==> config.mk <==
export PLATFORM = sky130hd
export DESIGN_NAME = sad_stream_tx
export DESIGN_NICKNAME = d
export VERILOG_FILES = /design/src/rtl/sad_stream_tx.sv
export SDC_FILE = /design/constraint.sdc
export NUM_CORES = 1
export LEC_CHECK = 0
export ABC_AREA = 1
export ABC_CLOCK_PERIOD_IN_PS = 6060
export CAP_MARGIN = 20
export CELL_PAD_IN_SITES_DETAIL_PLACEMENT = 0
export CELL_PAD_IN_SITES_GLOBAL_PLACEMENT = 2
export CORE_MARGIN = 2
export CORE_UTILIZATION = 31
export CTS_BUF_LIST = sky130_fd_sc_hd__clkbuf_8 sky130_fd_sc_hd__clkbuf_16
export DETAILED_ROUTE_END_ITERATION = 8
export HOLD_SLACK_MARGIN = 0.15
export PLACE_DENSITY_LB_ADDON = 0.1
export SYNTH_ARGS = -nofsm -noshare
export SYNTH_HDL_FRONTEND = slang
export SYNTH_SLANG_ARGS = --single-unit
==> constraint.sdc <==
create_clock -name Clk -period 6.06 [get_ports Clk]
set_input_delay 1.212 -clock Clk [delete_from_list [all_inputs] [get_ports Clk]]
set_output_delay 1.212 -clock Clk [all_outputs]
set_load 0.05 [all_outputs]
==> src/rtl/sad_stream_tx.sv <==
`timescale 1ns/1ps
// sad_stream_tx: captures a bank of N candidate SADs in one handshake and
// replays it as a serial (sad, index) stream for the SAD comparator tree.
//
// Ports:
//   Clk, Rst_n             clock (rising edge) and async active-low reset
//   load_valid/load_ready  bank handshake; sad_vec lane k at [k*SAD_W +: SAD_W]
//   sad_vec, base_index    bank of SADs and candidate index of lane 0
//   abort                  synchronous flush of the bank being streamed
//   out_valid/out_ready    per-beat stream handshake
//   sadOut, indexOut       current lane SAD and base_index + lane (wrapping)
//   out_last               current beat is lane N-1
//   busy                   a bank is held
module sad_stream_tx #(
  parameter int unsigned N     = 16,
  parameter int unsigned SAD_W = 32,
  parameter int unsigned IDX_W = 32
) (
  input  logic               Clk,
  input  logic               Rst_n,
  input  logic               load_valid,
  output logic               load_ready,
  input  logic [N*SAD_W-1:0] sad_vec,
  input  logic [IDX_W-1:0]   base_index,
  input  logic               abort,
  output logic               out_valid,
  input  logic               out_ready,
  output logic [SAD_W-1:0]   sadOut,
  output logic [IDX_W-1:0]   indexOut,
  output logic               out_last,
  output logic               busy
);

  localparam int unsigned PTR_W = (N > 1) ? $clog2(N) : 1;
  localparam logic [PTR_W-1:0] LAST_PTR = PTR_W'(N - 1);

  typedef enum logic {
    IDLE = 1'b0,
    SEND = 1'b1
  } state_t;

  state_t             state_q, state_d;
  logic [PTR_W-1:0]   ptr_q, ptr_d;
  logic [SAD_W-1:0]   bank_q [N];
  logic [IDX_W-1:0]   base_q;
  logic               load_en;
  logic               at_last;

  assign at_last = (ptr_q == LAST_PTR);

  // State, lane pointer and bank storage.
  always_ff @(posedge Clk or negedge Rst_n) begin
    if (!Rst_n) begin
      state_q <= IDLE;
      ptr_q   <= '0;
      base_q  <= '0;
      for (int unsigned k = 0; k < N; k++) begin
        bank_q[k] <= '0;
      end
    end else begin
      state_q <= state_d;
      ptr_q   <= ptr_d;
      if (load_en) begin
        base_q <= base_index;
        for (int unsigned k = 0; k < N; k++) begin
          bank_q[k] <= sad_vec[k*SAD_W +: SAD_W];
        end
      end
    end
  end

  // Next state and handshake outputs. load_ready is gated by Rst_n so that it
  // reads 0 while reset is asserted; the final-beat term gives zero-bubble
  // back-to-back banks.
  always_comb begin
    state_d    = state_q;
    ptr_d      = ptr_q;
    load_en    = 1'b0;
    load_ready = 1'b0;
    out_valid  = 1'b0;
    busy       = 1'b0;
    case (state_q)
      IDLE: begin
        load_ready = Rst_n;
        if (load_valid) begin
          load_en = 1'b1;
          ptr_d   = '0;
          state_d = SEND;
        end
      end
      SEND: begin
        out_valid = 1'b1;
        busy      = 1'b1;
        if (abort) begin
          // Presented beat is dropped, not transferred; any load is ignored.
          state_d = IDLE;
          ptr_d   = '0;
        end else if (out_ready) begin
          if (at_last) begin
            load_ready = Rst_n;
            ptr_d      = '0;
            if (load_valid) begin
              load_en = 1'b1;
            end else begin
              state_d = IDLE;
            end
          end else begin
            ptr_d = ptr_q + PTR_W'(1);
          end
        end
      end
      default: begin
        state_d = IDLE;
        ptr_d   = '0;
      end
    endcase
  end

  // Beat payload comes straight from registered bank, base and pointer.
  assign sadOut   = bank_q[ptr_q];
  assign indexOut = base_q + IDX_W'(ptr_q);
  assign out_last = (state_q == SEND) && at_last;

endmodule

# Word level (Yosys, flattened, before mapping)
# Cells that the tools add are included.
# totals
reg_bits	549
mem_bits_rw	0
inputBits	549
rom_bits	0
latch_bits	0
memories	0
# classes
n_bitwise	2
n_shift	0
order_cmp	1
eq_ne	3
n_div	0
mux	22
n_reduce_logical	2
mul	0
n_addsub	2
# ops
operator	count
binary-select mux 32 bit (select 4 bit)	1
2-to-1 mux 32 bit	2
adder 32 x 4 -> 32 bit	1
2-to-1 mux 4 bit	4
2-to-1 mux 1 bit	11
one-hot mux 4 bit (2 select lines)	1
one-hot mux 1 bit (2 select lines)	3
>= comparator 5 bit (second input constant)	1
inverter 4 -> 5 bit	1
adder 4 x 1 -> 4 bit (second input constant)	1
== test 4 bit (second input constant)	1
inequality test 3 bit (second input constant)	1
inequality test 2 bit (second input constant)	1
AND reduction 2 bit	1
logical AND 1 bit	1
inverter 1 bit	1

# Depth between registers and ports, before layout
# Gate-level depths: netlist of run 1.
# depth
ltp_word	5
ltp_mapped	11

# Least setup slack after synthesis of run 1
# No wires, ideal clock.
# synth_timing
kind	flip-flop to output port
start	register ptr_q[2]
end	output indexOut[10]
arrival_ns	2.170
path_buffers	0
stages_incl_launch_ff	7
slack_ns	2.678
path_cell_list	dfrtp_1 > ha_1 > nand2_1 > nand2_1 > nand2_1 > nor3_1 > xor2_1
# synth_via
elab_chain_cells	1
# synth_rtl
element	line	rtl
from (decl)	43	logic [PTR_W-1:0] ptr_q, ptr_d;
from (signal assigned)	62	ptr_q <= ptr_d;
adder 32 x 4 -> 32 bit	121	assign indexOut = base_q + IDX_W'(ptr_q);
to (decl)	29	output logic [IDX_W-1:0] indexOut,
# No other way between the ends.

# Worst setup path after layout of run 1
# layout_timing
start	register ptr_q[0]
end	output sadOut[23]
# layout_via
elab_chain_cells	4
# layout_rtl
element	line	rtl
inverter 4 -> 5 bit (implied by the code)	120	assign sadOut = bank_q[ptr_q];
binary-select mux 32 bit (select 4 bit)	120	
2-to-1 mux 32 bit (implied by the code) (2 in series)	120	
to (decl)	28	output logic [SAD_W-1:0] sadOut,
# No other way between the ends. The select of a mux whose other input is x is not followed.

==> results_dict.tcl, run 1 <==
set metrics [dict create \
    worstPathArrival_ns 3.93 \
    num_io_pins 617 \
    dr.pass1.iters 5 \
    antenna_found_initial 11 \
    clock_latency_ns 0.62 \
    setup_viol 0 \
    routedWlPerCell_um 22.50 \
    cpMostUsedCell "nand2_1" \
    relSlewSlack 0.3039 \
    synth_area_um2 27110 \
    avgSynthCellArea_um2 7.431 \
    crit_path_max_incr_delay_ns 0.81 \
    ys_seq_area_frac 0.5068 \
    cts-htree-levels 3 \
    worst_slack_ns 0.9183 \
    via_per_inst 4.924 \
    required_ns 4.85 \
    path_max_fanout 60 \
    timing_worst_setup_path_type "flop to output pin" \
    multiInputGateArea_um2 12030 \
    synthCells 3648 \
    grt.total_usage 0.2602 \
    tns_ns 0 \
    fin_crit_ns 5.142 \
    cts_resized 0 \
    area_delta_synth_final_pct 33.90 \
    synthArstFlopShare 1.000 \
    num_vias 26070 \
    hold_class "flop to flop" \
    drive_gt1_frac 0.03674 \
    worst_setup_path_end_kind "output pin" \
    leakagePower_nw 17.59 \
    cts_sinks 549 \
    numCtsBuffers 68 \
    clockRootBuffer "clkbuf_16" \
    crit_slowest_cell "clkdlybuf4s50_1" \
    power_mw 12.37 \
    timing.critical_path.buf_inv 3 \
    grt_pass1_vias 26310 \
    timing.final.crit_share 0.8485 \
    core_area_um2 86750 \
    fp-row-count 108 \
    synthDistinctLibCells 28 \
    ys.flop_type "dfrtp_1" \
    die_w_um 299.7 \
    synth_edf_count 0 \
    final_max_slew_viol_count 0 \
    fillers 9103 \
    grt_start_max_net_pins 211 \
    ys_ff_latch 549 \
    synth_fp_nets 4203 \
    ys_warn_count 0 \
    post_cts_buffers 0 \
    ant_nets 0 \
    crit_family "buffers and inverters" \
    grt_setup_unrepaired "false" \
    hold_violations 0 \
    initial_core_util 0.3125 \
    ff_latch_area_um2 13740 \
    rrSetupSlack_ns 2.14 \
    cts_hold_buffers 0 \
    cts.path.max_buffers 3 \
    power_density_nw_per_um2 340.8 \
    gp_congestion 0.9112 \
    tightest_slew_ns 1.044 \
    start_kind "flop" \
    cts.reportedPaths.clkPinSlew_ns 0.06 \
    wl_um 119100 \
    drt_iter0_drc 2005 \
    grt_pass1_wl_um 174400 \
    ir_drop_mv 0.2360 \
    pre_cts_slack_ns 1.577 \
    cap_viol_max_count 0 \
    run_status "completed" \
    fin_skew_ns 0.02767 \
    dieArea_um2 89830 \
    grt_remaining_overflow 0 \
    achievable-frequency_mhz 194.5 \
    tritoncts "built" \
    drcViolationCount 0 \
    hpwlAfterDp_um 83930 \
    nets 4646 \
    die_h_um 299.7 \
    port_buffers 616 \
    path_cells "inv_8 -> buf_4 -> nand2_1 -> nand3_1 -> nand2_1 -> a21oi_1 -> nand2_1 -> nand2_1 -> clkdlybuf4s50_1" \
]
## metrics by stage
| stage | hold slack (ns) | utilization | area [um^2] | instances |
|---|---|---|---|---|
| global placement | 0.4486 | 0.3926 | 34060 | 5176 |
| detailed placement | 0.4532 | 0.3926 | 34060 | 5176 |
| global route | 0.4797 | 0.4184 | 36290 | 5293 |
| CTS | 0.4670 | 0.4183 | 36290 | 5292 |
| finish | 0.4633 | 0.4184 | 36300 | 5294 |
| floorplan | 0.4366 | - | 27110 | 3648 |
## final timing paths
check,startpoint,cells past startpoint,end
worst max-delay path,ptr_q[0],9,sadOut[23]
min in group asynchronous,Rst_n,1,base_q[27]
max in group asynchronous,Rst_n,3,bank_q[511]
worst max register to register,ptr_q[1],9,bank_q[441]
worst min-delay path,bank_q[388],2,bank_q[388]
worst min register to register,bank_q[388],2,bank_q[388]
## state kept, by name, summed over array words and instances, names as in the netlist
signal and cells:
bank_q 512, base_q 32, ptr_q 4, state_q 1
## cell usage after synthesis, types with 18 or more instances
library cell	count	area share
o211ai_1	57	0.016
nand3b_1	18	0.0050
nand3_1	634	0.12
nor2_1	212	0.029
dfrtp_1	549	0.51
a21oi_1	125	0.023
buf_1	19	0.0026
nand2_1	1563	0.22
inv_1	40	0.0055
clkbuf_1	149	0.021
buf_2	106	0.020
o21ai_0	133	0.025
## worst register-to-register path: stages (launching register included)
cell,delay (ns)
dfrtp_2,0.45
buf_4,0.45
ha_1,0.31
nand4_1,0.18
o21ai_4,0.22
buf_12,0.51
nand2_4,0.75
buf_12,0.53
nand2_1,0.33
nand2_1,0.07
## logic make-up (layout without fill, tap and decap cells)
logic type / Yosys count / in the layout / synth area share
and+or+nand+nor: 2436 / 2436 / 0.3698
other: 0 / 2 / 0
buffers and inverters: 321 / 810 / 0.05031
xor gates and xnor gates: 18 / 18 / 0.005816
DFF: 549 / 549 / 0.5068
AOI/OAI and AO/OA: 318 / 318 / 0.06420
adders and majority gates: 6 / 6 / 0.003046
## metal layers
metal	track usage	routed length [um]
met4	0.07536	3266
met2	0.4609	60370
met5	0	83
met3	0.03649	5396
met1	0.3295	49980
## final cells by class
type                    count  area share
inverters                  42    0.004619
multi-input cells        2778      0.3314
diodes                      2   0.0001379
flip-flops and latches    549      0.3787
repair buffers            652      0.1838
clock inverters            30    0.007549
clock buffers              86     0.05402
well taps                1155     0.03981
## cells in the final DEF (no fill, tap or decap), drive strengths merged
cell	n
nand2	1563
clkinvlp	1
diode	2
or2	1
nand4	3
o211ai	57
clkbuf	86
bufinv	4
clkdlybuf4s50	614
xnor2	8
o21ai	134
a21oi	125
nor3	1
nand3b	18
buf	38
nand3	634
dfrtp	549
nor2	213
and3	2
and2	1
xor2	10
clkinv	11
fa	1
ha	5
o22ai	2
inv	56
## where the power goes
group,internal [mW],switching [mW]
clock network,2.45,1.68
logic,1.18,2.15
registers,4.42,0.491
total,8.05,4.32
(Power assumes the default switching activity.)
==> run 2, diff against run 1 <==
--- a/config.mk
+++ b/config.mk
@@ -6,12 +6,12 @@
 export NUM_CORES = 1
 export LEC_CHECK = 0
 export ABC_AREA = 1
-export ABC_CLOCK_PERIOD_IN_PS = 6060
+export ABC_CLOCK_PERIOD_IN_PS = 4480
 export CAP_MARGIN = 20
 export CELL_PAD_IN_SITES_DETAIL_PLACEMENT = 0
 export CELL_PAD_IN_SITES_GLOBAL_PLACEMENT = 2
 export CORE_MARGIN = 2
-export CORE_UTILIZATION = 31
+export CORE_UTILIZATION = 26
 export CTS_BUF_LIST = sky130_fd_sc_hd__clkbuf_8 sky130_fd_sc_hd__clkbuf_16
 export DETAILED_ROUTE_END_ITERATION = 8
 export HOLD_SLACK_MARGIN = 0.15
==> constraint.sdc (replaced) <==
create_clock -name Clk -period 4.48 [get_ports Clk]
set_input_delay 0.896 -clock Clk [delete_from_list [all_inputs] [get_ports Clk]]
set_output_delay 0.896 -clock Clk [all_outputs]
set_load 0.05 [all_outputs]
==> run 2 against run 1 <==
- register-to-register slack worse by 0.77 ns
- critical path depth down 1
- utilization fell by 6.0 points
- non-clock buffer count increased by 19
- total power increased by 41%
- clock-buffer cell count is 3 higher
- largest cell class unchanged
==> results_dict.tcl, run 2 (synthesis gave the netlist of run 1 again) <==
set metrics [dict create \
    run_status "completed" \
    cts.reportedPaths.clkPinSlew_ns 0.06 \
    power_density_nw_per_um2 469.2 \
    numCtsBuffers 72 \
    fp-row-count 118 \
    hold_violations 0 \
    setup_viol 0 \
    num_vias 26420 \
    area_delta_synth_final_pct 37.00 \
    grt_setup_unrepaired "false" \
    clockRootBuffer "clkbuf_16" \
    multiInputGateArea_um2 12030 \
    ff2ff_path_depth 8 \
    port_buffers 616 \
    ff_latch_area_um2 13740 \
    core_area_um2 103500 \
    drcViolationCount 0 \
    worst_setup_path_end_kind "output pin" \
    num_io_pins 617 \
    path_max_fanout 74 \
    ant_nets 0 \
    grt_pass1_wl_um 192000 \
    start_kind "flop" \
    hpwlAfterDp_um 92590 \
    tritoncts "built" \
    gp_congestion 0.8087 \
    routedWlPerCell_um 23.74 \
    cp.depth 8 \
    via_per_inst 4.757 \
    timing.final.crit_share 0.9463 \
    path_cells "buf_12 -> inv_16 -> buf_4 -> o21ai_0 -> o211ai_1 -> nand2_1 -> nand2_1 -> buf_12" \
    achievable-frequency_mhz 235.9 \
    cts-htree-levels 3 \
    crit_slowest_cell "o211ai_1" \
    tns_ns 0 \
    fillers 11070 \
    grt.total_usage 0.2436 \
    drive_gt1_frac 0.05040 \
    fin_crit_ns 4.239 \
    cts.path.max_buffers 3 \
    dr.pass1.iters 5 \
    final_max_slew_viol_count 0 \
    hold_class "flop to flop" \
    die_h_um 326.9 \
    regMostFlops "bank_q" \
    min_path_cells 2 \
    relSlewSlack 0.2454 \
    die_w_um 326.9 \
    timing_worst_setup_path_type "flop to output pin" \
    dieArea_um2 106900 \
    leakagePower_nw 17.92 \
    nets 4669 \
    post_cts_buffers 0 \
    required_ns 3.58 \
    grt_start_max_net_pins 214 \
    grt_pass1_vias 27390 \
    top_regs "bank_q x512, base_q x32, ptr_q x4" \
    cap_viol_max_count 0 \
    layout_commonest_cell "nand2_1" \
    worstPathArrival_ns 3.34 \
    wl_um 131900 \
    dpl_cell_area_um2 34770 \
    clock_latency_ns 0.65 \
    grt_remaining_overflow 0 \
    fin_skew_ns 0.02661 \
    crit_family "buffers and inverters" \
    drt_iter0_drc 1908 \
    initial_core_util 0.2619 \
    cts_sinks 549 \
    ir_drop_mv 0.2368 \
    mostFrequentLayoutCells "nand2_1, nand3_1, clkdlybuf4s50_1" \
    largest_reg_flops 512 \
    timing.critical_path.buf_inv 4 \
    tightest_slew_ns 1.132 \
    antenna_found_initial 28 \
    crit_path_max_incr_delay_ns 0.54 \
    finalInstanceArea_um2 37140 \
]
-- run 2: cell types whose count changed in the layout (fill, tap and decap cells not counted), sizes merged --
cell | previous run | this run
bufinv | 4 | 3
clkbuf | 86 | 89
inv | 56 | 64
diode | 2 | 8
clkinv | 11 | 13
clkdlybuf4s50 | 614 | 579
dlygate4sd3 | 0 | 1
clkinvlp | 1 | 0
buf | 38 | 91
-- run 2: final timing paths --
check                             from  slack, ns           to
min reg2reg                bank_q[239]       0.46  bank_q[239]
min in group asynchronous        Rst_n       0.75  bank_q[361]
max reg2reg                   ptr_q[0]       1.37  bank_q[473]
min                        bank_q[239]       0.46  bank_q[239]
max in group asynchronous        Rst_n       1.92  bank_q[129]
max                           ptr_q[0]       0.24   sadOut[12]
-- run 2: metal layers --
metal | track usage | up-vias | wire [um] | part of all wire
met5 | 0 | - | 200 | 0.0015
met4 | 0.07778 | 32 | 4236 | 0.032
met3 | 0.05044 | 175 | 7013 | 0.053
met2 | 0.4072 | 632 | 63630 | 0.48
met1 | 0.3145 | 12820 | 56780 | 0.43
li1 | - | 12770 | - | -
-- run 2: cell type report --
| cell class | count | area share |
|---|---|---|
| inverter | 42 | 0.004750 |
| tap | 1380 | 0.04649 |
| multi-input combinational | 2778 | 0.3239 |
| clock inverter | 38 | 0.007782 |
| antenna | 8 | 0.0005390 |
| clock buffer | 89 | 0.05481 |
| sequential | 549 | 0.3701 |
| timing repair buffer | 671 | 0.1916 |
-- run 2: power breakdown --
part	leakage [nW]	internal [mW]	switching [mW]
sequential	6.77	5.98	0.677
combinational	9.93	1.83	3.15
clock	1.23	3.38	2.40
total	17.9	11.2	6.23
-- run 2: what timing repair did --
item                                    in CTS  in global routing
resized for setup                            2                  0
endpoints found under the setup margin       1                  0
hold buffers                                 1                  0
hold endpoints to repair                    23                  0
-- run 2: stage by stage --
| step | setup slack, ns | power, mW | instances | util | hold WS [ns] |
|---|---|---|---|---|---|
| 3_5_place_dp | 0.5660 | 11.81 | 5419 | 0.3360 | 0.4536 |
| 4_1_cts | 0.01423 | 17.71 | 5547 | 0.3586 | 0.4676 |
| 6_report | 0.2407 | 17.42 | 5555 | 0.3588 | 0.4637 |
| 2_1_floorplan | 1.414 | 9.193 | 3648 | - | 0.4366 |
| 5_1_grt | 0.07619 | 18.40 | 5552 | 0.3588 | 0.4837 |
| 3_3_place_gp | 0.5404 | 11.80 | 5419 | 0.3360 | 0.4494 |
-- run 2: tightest hold or removal path, cell delays in order, from the launching register on --
cell	delay (ns)
dfrtp_1	0.34
nand2_1	0.05
nand2_1	0.04
==> run 3, diff against run 2 <==
--- a/config.mk
+++ b/config.mk
@@ -10,7 +10,7 @@
 export CAP_MARGIN = 20
 export CELL_PAD_IN_SITES_DETAIL_PLACEMENT = 0
 export CELL_PAD_IN_SITES_GLOBAL_PLACEMENT = 2
-export CORE_MARGIN = 2
+export CORE_MARGIN = 4
 export CORE_UTILIZATION = 26
 export CTS_BUF_LIST = sky130_fd_sc_hd__clkbuf_8 sky130_fd_sc_hd__clkbuf_16
 export DETAILED_ROUTE_END_ITERATION = 8
==> run 3 against run 2 <==
- clock-buffer cell count rose by 5
- final area about the same
- total power fell by 0.58%
- setup slack worse by 0.061 ns
- non-clock buffer count is 3 lower
- hold slack worse by 0.00056 ns
- largest cell class unchanged
==> results_dict.tcl, run 3 (synthesis gave the netlist of run 1 again) <==
set metrics [dict create \
    wl_met1_um 56160 \
    internal-power_mw 11.20 \
    pre_cts_slack_ns 0.7972 \
    fp-row-count 118 \
    area_delta_synth_final_pct 37.06 \
    cap_viol_max_count 0 \
    timing_worst_setup_path_type "flop to output pin" \
    cts.path.max_buffers 3 \
    via_per_inst 4.733 \
    grt_remaining_overflow 0 \
    tightest_slew_ns 1.012 \
    fillers 11180 \
    mostFrequentLayoutCells "nand2_1, nand3_1, clkdlybuf4s50_1" \
    power_density_nw_per_um2 466.2 \
    dp_cells 5416 \
    die_h_um 330.9 \
    gp_congestion 0.8331 \
    dr.pass1.iters 5 \
    min_path_cells 2 \
    ant_nets 0 \
    wl_met3_um 7003 \
    wl_met2_um 63950 \
    grt_pass1_wl_um 188300 \
    required_ns 3.58 \
    fin_hold_ws_ns 0.4631 \
    drt_iter0_drc 1620 \
    run_status "completed" \
    largest_reg_flops 512 \
    regMostFlops "bank_q" \
    numCtsBuffers 72 \
    p_sw_mw 6.123 \
    fin_crit_ns 4.300 \
    layout_commonest_cell "nand2_1" \
    min_from "bank_q[210]" \
    core_area_um2 103500 \
    worstPathArrival_ns 3.40 \
    switching_share 0.3535 \
    comb_power_share 0.287 \
    achievable-frequency_mhz 232.5 \
    dpl_cell_area_um2 34790 \
    power_frac_clock 0.331 \
    nets 4666 \
    hpwlAfterDp_um 91260 \
    fin_skew_ns 0.02360 \
    tritoncts "built" \
    tns_ns 0 \
    initial_core_util 0.2619 \
    rr_startpoint "ptr_q[0]" \
    setup_viol 0 \
    rrSetupSlack_ns 1.27 \
    ff2ff_path_depth 8 \
    pwr-share-seq 0.382 \
    stdcell_count 5556 \
    grt_start_max_net_pins 192 \
    dieArea_um2 109500 \
    grt_setup_unrepaired "false" \
    timing.final.crit_share 0.9599 \
    grt_pass1_vias 27010 \
    start_kind "flop" \
    min_to "bank_q[210]" \
    fin_util 0.3590 \
    drive_gt1_frac 0.04950 \
    highest_layer "met5" \
    path_max_fanout 4 \
    num_io_pins 617 \
    antenna_found_initial 21 \
    relSlewSlack 0.3255 \
    power_mw 17.32 \
    cts-htree-levels 3 \
    clockRootBuffer "clkbuf_16" \
    die_w_um 330.9 \
    wl_um 130500 \
    grt.total_usage 0.2336 \
    port_buffers 616 \
    ir_drop_mv 0.2291 \
    leakagePower_nw 17.92 \
    drcViolationCount 0 \
    cts.reportedPaths.clkPinSlew_ns 0.06 \
    reg2reg_to "bank_q[141]" \
    routedWlPerCell_um 23.48 \
    final_max_slew_viol_count 0 \
    hold_class "flop to flop" \
    num_vias 26300 \
    cts_sinks 549 \
    top_regs "bank_q x512, base_q x32, ptr_q x4" \
    worst_slack_ns 0.1798 \
    worst_setup_path_end_kind "output pin" \
    finalInstanceArea_um2 37150 \
    hold_violations 0 \
    clock_latency_ns 0.64 \
]
==> run 3: worst max path at each step <==
stage / startpoint / to / slack, ns / cells past startpoint
CTS: ptr_q[0] / indexOut[14] / 0.1 / 8
finish: ptr_q[0] / indexOut[14] / 0.18 / 8
global placement: ptr_q[0] / indexOut[14] / 0.81 / 8
floorplan: ptr_q[2] / indexOut[10] / 1.41 / 6
global route: ptr_q[0] / indexOut[14] / 0.01 / 8
detailed placement: ptr_q[0] / indexOut[14] / 0.80 / 8
==> run 3: power by group through the flow <==
stage	Combinational, mW	Sequential (mW)	Clock [mW]
2_1_floorplan	2.72	6.47	0
3_3_place_gp	5.06	6.70	0
3_5_place_dp	5.08	6.69	0
4_1_cts	5.10	6.62	5.93
5_1_grt	5.46	6.74	6.11
6_report	4.97	6.61	5.74
==> run 3: what timing repair did <==
item	CTS	global route
setup buffers	0	0
gates resized for setup	0	2
setup endpoints to repair	0	3
hold buffers	1	0
endpoints found under the hold margin	31	0
==> run 3: critical path, cell delays in order, from the launching register on <==
cell and delay, ns:
dfrtp_4 0.54, ha_1 0.27, fa_1 0.41, nand2_1 0.09
nand2_1 0.09, nand3b_1 0.18, nor2_1 0.13, xor2_1 0.23
clkdlybuf4s50_1 0.85
==> run 3: cell type report <==
class / count / area (um^2) / share of cell area
antenna: 14 / 35.03 / 0.0009429
clock buffer: 94 / 2138 / 0.05755
clock inverter: 31 / 172.7 / 0.004647
inverter: 42 / 168.9 / 0.004546
multi-input combinational: 2778 / 12030 / 0.3239
sequential: 549 / 13740 / 0.3699
tap: 1380 / 1727 / 0.04647
timing repair buffer: 668 / 7134 / 0.1920
==> run 3: layer usage <==
layer,vias to the layer above,GRT usage
li1,12780,-
met1,12800,0.2974
met2,567,0.4004
met3,142,0.05117
met4,8,0.06342
met5,-,0
